File: config.mk
export PLATFORM = sky130hd
export DESIGN_NAME = mdu_issue
export DESIGN_NICKNAME = d
export VERILOG_FILES = /design/src/rtl/mdu_pkg.sv /design/src/rtl/mdu_fixup.sv /design/src/rtl/mdu_issue.sv
export SDC_FILE = /design/constraint.sdc
export NUM_CORES = 1
export LEC_CHECK = 0
export ABC_AREA = 1
export BUFFER_PORTS_ARGS = -buffer_cell sky130_fd_sc_hd__buf_2
export CORE_MARGIN = 10
export CORE_UTILIZATION = 43
export DETAILED_ROUTE_END_ITERATION = 7
export GPL_TIMING_DRIVEN = 0
export PLACE_DENSITY = 0.82
export SYNTH_ARGS = -nofsm -noshare
export SYNTH_HDL_FRONTEND = slang
export SYNTH_SLANG_ARGS = --single-unit
File: constraint.sdc
create_clock -name clk -period 2.61 [get_ports clk]
set_clock_uncertainty 0.2 [all_clocks]
set_input_delay 0.3915 -clock clk [delete_from_list [all_inputs] [get_ports clk]]
set_output_delay 0.3915 -clock clk [all_outputs]
set_load 0.1 [all_outputs]
File: src/rtl/mdu_pkg.sv
// Shared types for the multiply/divide issue stage: mdu op codes,
// RV32M funct3 codes, issue FSM states and the funct3 -> op mapping.
package mdu_pkg;

  typedef enum logic [2:0] {
    MDU_MUL  = 3'b000,
    MDU_MULH = 3'b001,
    MDU_DIV  = 3'b010,
    MDU_DIVU = 3'b011,
    MDU_REM  = 3'b100,
    MDU_REMU = 3'b101
  } mdu_op_e;

  localparam logic [2:0] F3_MUL    = 3'b000;
  localparam logic [2:0] F3_MULH   = 3'b001;
  localparam logic [2:0] F3_MULHSU = 3'b010;
  localparam logic [2:0] F3_MULHU  = 3'b011;
  localparam logic [2:0] F3_DIV    = 3'b100;
  localparam logic [2:0] F3_DIVU   = 3'b101;
  localparam logic [2:0] F3_REM    = 3'b110;
  localparam logic [2:0] F3_REMU   = 3'b111;

  typedef enum logic [1:0] {
    S_IDLE,
    S_BUSY,
    S_DONE
  } state_e;

  function automatic logic f3_is_legal(input logic [2:0] f3);
    return !((f3 == F3_MULHSU) || (f3 == F3_MULHU));
  endfunction

  function automatic mdu_op_e f3_to_op(input logic [2:0] f3);
    mdu_op_e op;
    case (f3)
      F3_MUL:  op = MDU_MUL;
      F3_MULH: op = MDU_MULH;
      F3_DIV:  op = MDU_DIV;
      F3_DIVU: op = MDU_DIVU;
      F3_REM:  op = MDU_REM;
      F3_REMU: op = MDU_REMU;
      default: op = MDU_MUL;
    endcase
    return op;
  endfunction

endpackage

File: src/rtl/mdu_fixup.sv
// Corrects raw mdu divide/remainder results to RISC-V semantics for
// divide-by-zero and signed overflow. Purely combinational.
module mdu_fixup
  import mdu_pkg::*;
#(
  parameter int unsigned XLEN = 32
) (
  input  mdu_op_e         i_op,
  input  logic [XLEN-1:0] i_rs1,
  input  logic [XLEN-1:0] i_rs2,
  input  logic [XLEN-1:0] i_result,
  output logic [XLEN-1:0] o_result
);

  localparam logic [XLEN-1:0] MIN_NEG = {1'b1, {(XLEN-1){1'b0}}};

  logic w_div0;
  logic w_ovf;

  assign w_div0 = (i_rs2 == '0);
  assign w_ovf  = (i_rs1 == MIN_NEG) && (i_rs2 == '1);

  // Override the raw result only for the architecturally defined corner cases.
  always_comb begin
    o_result = i_result;
    case (i_op)
      MDU_DIV: begin
        if (w_div0)     o_result = '1;
        else if (w_ovf) o_result = MIN_NEG;
      end
      MDU_DIVU: begin
        if (w_div0) o_result = '1;
      end
      MDU_REM: begin
        if (w_div0)     o_result = i_rs1;
        else if (w_ovf) o_result = '0;
      end
      MDU_REMU: begin
        if (w_div0) o_result = i_rs1;
      end
      default: ;
    endcase
  end

endmodule

File: src/rtl/mdu_issue.sv
// Execute-stage front end for the combinational mdu. Registers operands,
// holds them for LATENCY cycles (multicycle path), captures the result and
// hands it to writeback over valid/ready.
// Optional feature macro: RISCV_DIV_FIXUP_EN (RISC-V divide corner-case fixup).
module mdu_issue
  import mdu_pkg::*;
#(
  parameter int unsigned XLEN    = 32,
  parameter int unsigned LATENCY = 2   // legal 1..15
) (
  input  logic            clk,
  input  logic            rst,
  input  logic            flush,
  input  logic            in_valid,
  output logic            in_ready,
  input  logic [2:0]      in_funct3,
  input  logic [XLEN-1:0] in_rs1,
  input  logic [XLEN-1:0] in_rs2,
  input  logic [4:0]      in_rd,
  output logic [XLEN-1:0] mdu_rs1,
  output logic [XLEN-1:0] mdu_rs2,
  output logic [2:0]      mdu_op,
  input  logic [XLEN-1:0] mdu_result,
  output logic            out_valid,
  input  logic            out_ready,
  output logic [4:0]      out_rd,
  output logic [XLEN-1:0] out_data,
  output logic            out_illegal
);

  localparam logic [3:0] CNT_INIT = 4'(LATENCY - 1);

  state_e          r_state;
  state_e          w_next;
  logic [3:0]      r_cnt;
  logic [XLEN-1:0] r_rs1;
  logic [XLEN-1:0] r_rs2;
  mdu_op_e         r_op;
  logic [4:0]      r_rd;
  logic [XLEN-1:0] r_data;
  logic            r_illegal;

  logic            w_in_ready;
  logic            w_accept;
  logic            w_legal;
  logic [XLEN-1:0] w_result;

  assign w_in_ready = (r_state == S_IDLE) || ((r_state == S_DONE) && out_ready);
  assign w_accept   = in_valid && w_in_ready;
  assign w_legal    = f3_is_legal(in_funct3);

`ifdef RISCV_DIV_FIXUP_EN
  mdu_fixup #(.XLEN(XLEN)) u_fixup (
    .i_op     (r_op),
    .i_rs1    (r_rs1),
    .i_rs2    (r_rs2),
    .i_result (mdu_result),
    .o_result (w_result)
  );
`else
  assign w_result = mdu_result;
`endif

  // State register.
  always_ff @(posedge clk or negedge rst) begin
    if (!rst) r_state <= S_IDLE;
    else      r_state <= w_next;
  end

  // Next-state logic; flush overrides everything, including a same-cycle accept.
  always_comb begin
    w_next = r_state;
    if (flush) begin
      w_next = S_IDLE;
    end else begin
      case (r_state)
        S_IDLE: if (w_accept) w_next = w_legal ? S_BUSY : S_DONE;
        S_BUSY: if (r_cnt == '0) w_next = S_DONE;
        S_DONE: begin
          if (w_accept)       w_next = w_legal ? S_BUSY : S_DONE;
          else if (out_ready) w_next = S_IDLE;
        end
        default: w_next = S_IDLE;
      endcase
    end
  end

  // Operand/result registers: latch on accept, count down while busy, capture at zero.
  always_ff @(posedge clk or negedge rst) begin
    if (!rst) begin
      r_cnt     <= '0;
      r_rs1     <= '0;
      r_rs2     <= '0;
      r_op      <= MDU_MUL;
      r_rd      <= '0;
      r_data    <= '0;
      r_illegal <= 1'b0;
    end else if (!flush) begin
      if (w_accept) begin
        r_rd <= in_rd;
        if (w_legal) begin
          r_rs1 <= in_rs1;
          r_rs2 <= in_rs2;
          r_op  <= f3_to_op(in_funct3);
          r_cnt <= CNT_INIT;
        end else begin
          r_data    <= '0;
          r_illegal <= 1'b1;
        end
      end else if (r_state == S_BUSY) begin
        if (r_cnt == '0) begin
          r_data    <= w_result;
          r_illegal <= 1'b0;
        end else begin
          r_cnt <= r_cnt - 4'd1;
        end
      end
    end
  end

  assign in_ready    = w_in_ready;
  assign mdu_rs1     = r_rs1;
  assign mdu_rs2     = r_rs2;
  assign mdu_op      = r_op;
  assign out_valid   = (r_state == S_DONE);
  assign out_rd      = r_rd;
  assign out_data    = r_data;
  assign out_illegal = r_illegal;

endmodule
==> flow_summary_export.csv <==
group,metric,value,unit
grt,grt_use_total,16.69,%
floorplan,fp.dieH,125.1,um
worst_setup_path,endpoint_kind,"primary output",
clocking,cts.htree.levels,3,
placed_design,placed_area,6032,um2
placed_design,hpwl,10.38,mm
worst_setup_path,worstPathArrival,1390,ps
routing,drcViolationCount,0,
grt,grt_pass1_wl,21.94,mm
clocking,clk_pin_slew,110,ps
timing,rsz0062_at_grt,"no",
worst_setup_path,crit_slowest_cell,"buf_2",
worst_setup_path,critical_path_required,2020,ps
clocking,cts_tree,"yes",
layout,syn_to_final_growth,31.21,%
layout,regArea,2778,um2
clocking,root_buffer,"clkbuf_8",
grt,grt_pass1_vias,4369,
timing,finalSetupViolCount,0,
floorplan,fp.coreArea,10840,um2
layout,final_common_cell,"nand2_1",
layout,layout-drive-gt1-share,33.50,%
clocking,clock_path_buffers,2,
synthesis,synth_flop_cell,"dfrtp_1",
timing,hold_viol_final,0,
run_status,run_status,"completed",
clocking,cts.sinks,111,
layout,fin_nets,912,
grt,antenna_found_initial,1,
min_path,hold_path.class,"primary input to flip-flop",
floorplan,initial_core_util,43.83,%
worst_setup_path,r2r-end,"out_data[2]",
timing,slew_headroom,61.56,%
routing,firstDrtPassIters,4,
synthesis,synth_top_area_cell,"dfrtp_1",
routing,routedWlPerCell,14.12,um
routing,vias,4296,
clocking,cts_buffers,9,
worst_setup_path,rrSetupSlack,880,ps
layout,multiInputGateArea,1585,um2
synthesis,synth_top_area_share,58.47,%
routing,ant_nets,0,
synthesis,async_flop_share,100.0,%
timing,fin_crit_sh,76.03,%
timing,fmax,0.5039,GHz
synthesis,synthCells,573,
floorplan,ios,216,
synthesis,avgSynthCellArea,8.291,um2
timing,worstMarginPinSlew,576.7,ps
clocking,cts_setup_buffers,0,
flow_run,maxCapViolations,0,
worst_setup_path,max_stage_delay,460,ps
grt,grt_max_degree,67,
clocking,insertion_delay,360,ps
routing,drt_iter0_markers,351,
layout,n_fill_cell,1017,
synthesis,synth_edf_count,0,
floorplan,dieArea,15650,um2
floorplan,die_w,125.1,um
worst_setup_path,worstReg2RegStart,"r_cnt[0]",
synthesis,syn_area,4751,um2
worst_setup_path,cp_max_fo,4,
synthesis,ys_seq_elements,111,
grt,grt_overflow,0,
worst_setup_path,worstSetupEndpoint,"out_valid",
synthesis,seq_area_frac_synth,58.47,%
synthesis,synth_nets,684,
synthesis,yosysUniqueCellTypes,21,
routing,routed_wl,13.37,mm
worst_setup_path,reg2reg_depth,10,
timing,layout_min_cycle_time,1984,ps
synthesis,yosys_warnings,0,
worst_setup_path,crit_start,"r_state[1]",
worst_setup_path,critPathKind,"flip-flop to primary output",
worst_setup_path,crit_chain,"inv_1 -> nor2_1 -> buf_2",
placed_design,gp_congestion,0.8114,
worst_setup_path,critPathLaunchType,"flip-flop",
synthesis,synth_area_leaders,"dfrtp_1, nand2_1, nand3_1",
routing,viasPerCell,4.536,
placed_design,io_buffers,215,
layout,final_cell_mix,"nand2_1, buf_2, dfrtp_1",
timing,maxSlewViolCount,0,
floorplan,rows,38,
layout,postLayoutCellArea,6233,um2
[repair_timing]
item / CTS / global route
gates resized for setup: 0 / 0
hold buffers: 1 / 0
hold endpoints to repair: 45 / 0
[metrics by stage]
step / hold WS, ps / TNS [ps] / utilization [%] / setup slack [ps] / instances
after floorplan: -104.1 / 0 / - / 110.8 / 573
after global placement: 249.2 / -40550 / 55.37 / -371.9 / 928
after detailed placement: 230.7 / 0 / 55.64 / 826.6 / 929
after CTS: 6.355 / 0 / 57.48 / 622.3 / 946
after global routing: 7.174 / 0 / 57.50 / 551.8 / 947
final: 18.68 / 0 / 57.50 / 625.5 / 947
[kinds of logic (layout without fill, tap and decap cells)]
logic type	count (synthesis)	after routing	share of synthesized area (%)
AOI/OAI and AO/OA	3	3	0.3949
xor gates and xnor gates	1	1	0.1844
adders and majority gates	2	2	0.5266
buffers and inverters	74	307	8.164
DFF	111	111	58.47
other	0	1	0
and+or+nand+nor	382	382	32.26
[metal layers]
layer	up-vias	part of all wire [%]	global-route usage [%]
met2	155	49	28.02
met1	1931	42	20.12
met3	34	5.9	3.929
met5	-	0	0
met4	0	3.7	7.046
li1	2176	-	-
[worst min-delay path by stage]
stage / from / end / slack (ps) / depth (start not counted)
6_report: in_rd[3] / out_rd[3] / 20 / 3
5_1_grt: in_rd[3] / out_rd[3] / 7 / 3
4_1_cts: in_rs2[16] / mdu_rs2[16] / 6 / 3
3_5_place_dp: rst / out_data[13] / 230 / 1
3_3_place_gp: out_data[0] / out_data[0] / 250 / 2
2_1_floorplan: rst / mdu_op[0] / -100 / 0
[critical path: cells and delay by family, from the launching register on]
kind | cells | cell delay, ps
buffers and inverters | 2 | 510
flip-flops | 1 | 410
AND/OR/NAND/NOR | 1 | 120
[synthesized netlist by cell type, types with 2 or more instances]
cell type / count
nand3_1: 43
buf_6: 11
inv_1: 37
inv_2: 3
nand4_1: 3
clkinv_1: 7
buf_2: 13
nor2_1: 4
buf_4: 3
ha_1: 2
nand2_1: 325
dfrtp_1: 111
nand2_2: 3
[sequential cells by signal (all words and copies together) (netlist names)]
| name | count |
|---|---|
| mdu_rs1 | 32 |
| out_rd | 5 |
| out_data | 32 |
| mdu_op | 3 |
| r_cnt | 4 |
| mdu_rs2 | 32 |
| out_illegal | 1 |
| r_state | 2 |
[cell type report]
class | instances | area share [%]
plain buffers | 27 | 3.392
inverters | 47 | 2.830
repair buffers | 217 | 17.90
multi-input cells | 388 | 25.43
well taps | 140 | 2.810
diodes | 1 | 0.04014
clock inverters | 6 | 0.8230
clock buffers | 10 | 2.208
flip-flops and latches | 111 | 44.56
Power is left out: the tool's default activity adds up to more than one toggle a clock period on the data nets, which glitch-free logic cannot reach.
